$ cat config.mk
export PLATFORM = sky130hd
export DESIGN_NAME = imem_seq_ctrl
export DESIGN_NICKNAME = d
export VERILOG_FILES = /design/src/rtl/imem_seq_ctrl.sv
export SDC_FILE = /design/constraint.sdc
export NUM_CORES = 1
export LEC_CHECK = 0
export CAP_MARGIN = 20
export CORE_UTILIZATION = 49
export CTS_CLUSTER_SIZE = 30
export DETAILED_ROUTE_END_ITERATION = 10
export GPL_TIMING_DRIVEN = 0
export PLACE_DENSITY = 0.94
export SLEW_MARGIN = 20
export SYNTH_ARGS = -nofsm -noshare
export SYNTH_HDL_FRONTEND = slang
export SYNTH_SLANG_ARGS = --single-unit
$ cat constraint.sdc
create_clock -name clk -period 6.7 [get_ports clk]
set_clock_uncertainty 0.2 [all_clocks]
set_input_delay 0.67 -clock clk [delete_from_list [all_inputs] [get_ports clk]]
set_output_delay 0.67 -clock clk [all_outputs]
set_load 0.05 [all_outputs]
$ cat src/rtl/imem_seq_ctrl.sv
// -----------------------------------------------------------------------------
// imem_seq_ctrl
//   Instruction-memory sequencer for a PE array. It accepts a streamed program
//   and writes it into IMEM from address 0. It then waits a programmable
//   number of cycles. After that it replays the program on the IMEM read port
//   and pulses done once the final instruction has been issued.
//
//   Optional feature macro: IMEM_SEQ_LOOP_EN
//     defined   : loop_cnt port present; the program is replayed loop_cnt+1
//                 times back-to-back. loop_cnt is sampled on WAIT->RUN.
//     undefined : no loop_cnt port; the program is issued exactly once.
//
// Ports
//   clk, rst_n                  clock, async active-low reset
//   inst_in_v/inst_in/_last     host instruction stream (last qualifies final beat)
//   loop_cnt                    repetitions minus 1 (IMEM_SEQ_LOOP_EN only)
//   stall                       PE back-pressure, freezes read sequencing
//   imem_we/waddr/wdata         IMEM write port (we combinational from valid)
//   imem_re/raddr               IMEM read port; raddr is the program counter
//   inst_out_v                  imem_re delayed one cycle (aligned to IMEM data)
//   prog_len                    loaded program length in words
//   busy / done                 not-IDLE / one-cycle completion pulse
//   err_ovf                     sticky: a beat was dropped
// -----------------------------------------------------------------------------
module imem_seq_ctrl #(
   parameter int INST_WIDTH    = 32,
   parameter int IM_ADDR_WIDTH = 8,
   parameter int START_DELAY   = 16
) (
   input  logic                     clk,
   input  logic                     rst_n,
   input  logic                     inst_in_v,
   input  logic [INST_WIDTH-1:0]    inst_in,
   input  logic                     inst_in_last,
`ifdef IMEM_SEQ_LOOP_EN
   input  logic [7:0]               loop_cnt,
`endif
   input  logic                     stall,
   output logic                     imem_we,
   output logic [IM_ADDR_WIDTH-1:0] imem_waddr,
   output logic [INST_WIDTH-1:0]    imem_wdata,
   output logic                     imem_re,
   output logic [IM_ADDR_WIDTH-1:0] imem_raddr,
   output logic                     inst_out_v,
   output logic [IM_ADDR_WIDTH:0]   prog_len,
   output logic                     busy,
   output logic                     done,
   output logic                     err_ovf
);

   localparam int DLY_W = (START_DELAY > 1) ? $clog2(START_DELAY) : 1;
   localparam logic [DLY_W-1:0]       DLY_INIT = DLY_W'(START_DELAY - 1);
   // Full-memory word count: only the MSB of the extended counter is set.
   localparam logic [IM_ADDR_WIDTH:0] DEPTH_W  = {1'b1, {IM_ADDR_WIDTH{1'b0}}};

   typedef enum logic [2:0] {S_IDLE, S_LOAD, S_WAIT, S_RUN, S_DONE} state_e;

   state_e                   state_q;
   logic [IM_ADDR_WIDTH:0]   wcnt_q;
   logic [IM_ADDR_WIDTH:0]   prog_len_q;
   logic [IM_ADDR_WIDTH-1:0] pc_q;
   logic [7:0]               iter_q;
   logic [DLY_W-1:0]         dly_q;
   logic                     err_q;
   logic                     out_v_q;
   logic [7:0]               limit;

`ifdef IMEM_SEQ_LOOP_EN
   logic [7:0] limit_q;
   assign limit = limit_q;
`else
   assign limit = 8'd0;
`endif

   logic wr_ok;    // beat is accepted and written this cycle
   logic drop;     // beat arrives but cannot be written
   logic last_pc;  // pc addresses the final program word

   // IDLE always has room; LOAD is full once the counter reaches depth.
   assign wr_ok   = inst_in_v && ((state_q == S_IDLE) ||
                                  ((state_q == S_LOAD) && !wcnt_q[IM_ADDR_WIDTH]));
   assign drop    = inst_in_v && !wr_ok;
   assign last_pc = ({1'b0, pc_q} == (prog_len_q - 1'b1));

   assign imem_we    = wr_ok;
   assign imem_waddr = (wr_ok && state_q == S_LOAD) ? wcnt_q[IM_ADDR_WIDTH-1:0] : '0;
   assign imem_wdata = wr_ok ? inst_in : '0;
   assign imem_re    = (state_q == S_RUN) && !stall;
   assign imem_raddr = pc_q;
   assign inst_out_v = out_v_q;
   assign prog_len   = prog_len_q;
   assign busy       = (state_q != S_IDLE);
   assign done       = (state_q == S_DONE);
   assign err_ovf    = err_q;

   always_ff @(posedge clk or negedge rst_n) begin
      if (!rst_n) begin
         state_q    <= S_IDLE;
         wcnt_q     <= '0;
         prog_len_q <= '0;
         pc_q       <= '0;
         iter_q     <= '0;
         dly_q      <= '0;
         err_q      <= 1'b0;
         out_v_q    <= 1'b0;
`ifdef IMEM_SEQ_LOOP_EN
         limit_q    <= '0;
`endif
      end else begin
         out_v_q <= imem_re;
         if (drop) err_q <= 1'b1;

         case (state_q)
            S_IDLE: begin
               if (inst_in_v) begin
                  wcnt_q <= {{IM_ADDR_WIDTH{1'b0}}, 1'b1};
                  if (inst_in_last) begin
                     prog_len_q <= {{IM_ADDR_WIDTH{1'b0}}, 1'b1};
                     dly_q      <= DLY_INIT;
                     state_q    <= S_WAIT;
                  end else begin
                     state_q    <= S_LOAD;
                  end
               end
            end
            S_LOAD: begin
               if (inst_in_v) begin
                  if (wr_ok) wcnt_q <= wcnt_q + 1'b1;
                  if (inst_in_last) begin
                     // A dropped final beat still closes the program at full depth.
                     prog_len_q <= wr_ok ? (wcnt_q + 1'b1) : DEPTH_W;
                     dly_q      <= DLY_INIT;
                     state_q    <= S_WAIT;
                  end
               end
            end
            S_WAIT: begin
               if (dly_q == '0) begin
                  pc_q    <= '0;
                  iter_q  <= '0;
`ifdef IMEM_SEQ_LOOP_EN
                  limit_q <= loop_cnt;
`endif
                  state_q <= S_RUN;
               end else begin
                  dly_q <= dly_q - 1'b1;
               end
            end
            S_RUN: begin
               if (!stall) begin
                  if (last_pc) begin
                     // Wrap with no bubble so loop iterations are contiguous.
                     pc_q <= '0;
                     if (iter_q == limit) state_q <= S_DONE;
                     else                 iter_q  <= iter_q + 1'b1;
                  end else begin
                     pc_q <= pc_q + 1'b1;
                  end
               end
            end
            S_DONE: begin
               state_q <= S_IDLE;
            end
            default: state_q <= S_IDLE;
         endcase
      end
   end

endmodule

==> metrics <==
ant diodes=0; design area=3970 um^2; post-route ant nets=0; Gate Count Post-Synth=327; DR WL met2=4.01 mm; Max Cap Violations=0; crit path cell chain=clkbuf_1 > nor2_1 > nand3_1 > clkinv_1 > clkbuf_1 > and3_1 > clkdlybuf4s50_1; WP data arrival=3.00 ns; vias in the first global route=2820; Final GP Congestion=0.805; cell family contributing the most delay on the critical path=buffers and inverters; final core utilization=0.753; Rows=26; vias per cell=5.61; Die Y=77.1 um; Post-Place Worst Slack=2.87 ns; CP Data Required Time=5.83 ns; status=finished clean; placed cells=497; most used cell along the critical path=clkbuf_1; Yosys cell types=47; Syn Std Cell Area=2770 um^2; share of cells above drive strength 1=0.0369; global-route wire length before repair=12.5 mm; Fmax achieved=0.259 GHz; Worst-Margin Slew=0.955 ns; wirelength, routed=7.64 mm; crit path kind=flop to output port; top cells by area, synth=dfrtp_1 39%, and2_1 7.9%, nand2_1 5.2%; Final Hold Viols=0; Clock Path Buffers=2; clk_lat worst skew=0.30 ns; Post-DP HPWL=6.04 mm; Final period util=0.577; met1 WL=2.86 mm; Overall Global Routing Usage=0.265; Overflow after GRT=0; startpoint types=flop; adder-cell share of the synthesized area=0.0271; initial antenna violation count=0; XOR/XNOR Fraction of Synth Area=0.0697; Initial Util=0.525; CP max FO=10; final setup vio count=0; die area=5950 um^2; top cell type's share of synthesized area=0.389; Seq/Total Area, Yosys=0.389; fin crit period=3.87 ns; RSZ-0062 raised after global routing=false; nets=477; H-tree level count=2; EDFF count, synth=0; clock root buffer=clkbuf_8; post-route setup slack=2.83 ns; Multi-input gate area=1580 um^2; total CTS buffers=5; Hold WS=0.145 ns; CTS resizes=0; Hold WC Path Type=input pin to async pin; setup TNS=0 ns; combinational family with the most area after synthesis=simple AND/OR/NAND/NOR gates; I/O pin count=100; highest metal used=met4; final slew viol count=0; CTS tree=built; slowest cell on the critical path=clkdlybuf4s50_1; register cell area after layout=1080 um^2; #FFs+latches synth=43; Initial DRC Count=177; port bufs=99; Peak VDD IR=0.183 mV; average routed wire per standard cell=15.2 um; Crit path buffers/inverters=4; Synth Flop Type=dfrtp_1; post-CTS setup buffers=0; Synth async-reset ratio=1.00; most frequent cells in the layout=98 x clkdlybuf4s50_1, 43 x dfrtp_1, 38 x nand2_1; Net Count, Synth=370; Hold Buf Count CTS=0; Slew HR=0.362; Avg Inst Size Synth=8.46 um^2; Detailed Routing Iterations Pass 1=5; worst stage delay on the critical path=0.82 ns; fin cells=504; CP Capture Type=output port; Tot Pwr=838 uW; commonest non-fill, non-tap cell in the layout=clkdlybuf4s50_1; post-synthesis to final-layout area growth=43.5%; drt drc=0; multiplexer share of the synthesized area=0.00362; Vias=2827; pin count of the biggest net entering global routing=23; dpl cell area=3870 um^2; CTS sink count=43; Die X=77.1 um; dominant cell type by area after synthesis=dfrtp_1; YS warnings=0; pwr dens=211 nW/um^2; Leakage=1.64 nW; Filler cells=397; CTS clock-pin slew for the worst setup and hold paths=0.08 ns; Core ar.=5270 um^2; Post-Synth Simple-Gate Area=0.342; routed wl met3=574 um; complex-gate fraction of the synthesized area=0.129
logic make-up after synthesis:
logic type	Yosys count
buf+inv	27
fa+ha+maj	6
compound gates	58
flops	43
simple gates	170
mux	1
xor+xnor	22
flip-flops by register name, indices dropped and copies added (netlist names):
name        cells
dly_q           4
err_ovf         1
imem_raddr      8
inst_out_v      1
iter_q          8
prog_len        9
state_q         3
wcnt_q          9
Yosys cell counts (all sizes together) (5+ instances only):
cell type   n
ha          6
nand3      23
and3       14
nor3        8
nor2b       6
inv        12
nor3b       6
nand2      39
nor2       17
o21ai      20
nand4       5
and2       36
xor2       11
dfrtp      43
xnor2      11
clkbuf     12
a21oi      13
worst register-to-register path: stages (launching register included):
cell and delay, ns:
dfrtp_1 0.46, inv_1 0.10, ha_1 0.28, or3_1 0.38
a31o_2 0.26, nor4_4 0.54, nand2_4 0.18, a21oi_1 0.25
a311oi_1 0.13
cell type report:
cell class,instances,share of cell area
Timing Repair Buffer,100,0.255
Clock buffer,6,0.0183
Multi-Input combinational cell,257,0.398
Tap cell,70,0.0221
Inverter,13,0.0123
Sequential cell,43,0.271
Buffer,14,0.0151
Clock inverter,1,0.00756
layer usage:
layer	global-route usage	up-vias
met5	0	-
met4	0.106	0
met3	0.0738	17
met2	0.477	123
met1	0.290	1331
li1	-	1356
where the power goes:
group | internal, mW | switching [mW]
Combinational | 0.122 | 0.167
Sequential | 0.299 | 0.0538
Clock | 0.109 | 0.0862
Total | 0.531 | 0.307
worst paths after layout:
path / depth (start not counted) / endpoint / from / slack (ns)
worst min register to register: 1 / err_ovf$_DFFE_PN0P_ / err_ovf$_DFFE_PN0P_ / 0.26
max in group asynchronous: 2 / dly_q[1]$_DFFE_PN0P_ / rst_n / 5.68
min in group clk: 1 / err_ovf$_DFFE_PN0P_ / err_ovf$_DFFE_PN0P_ / 0.26
worst max register to register: 8 / state_q[1]$_DFFE_PN0P_ / prog_len[0]$_DFFE_PN0P_ / 3.79
worst max-delay path: 7 / imem_waddr[1] / state_q[1]$_DFFE_PN0P_ / 2.83
worst min-delay path: 1 / prog_len[2]$_DFFE_PN0P_ / rst_n / 0.14
Power figures use the tool's default switching activity.
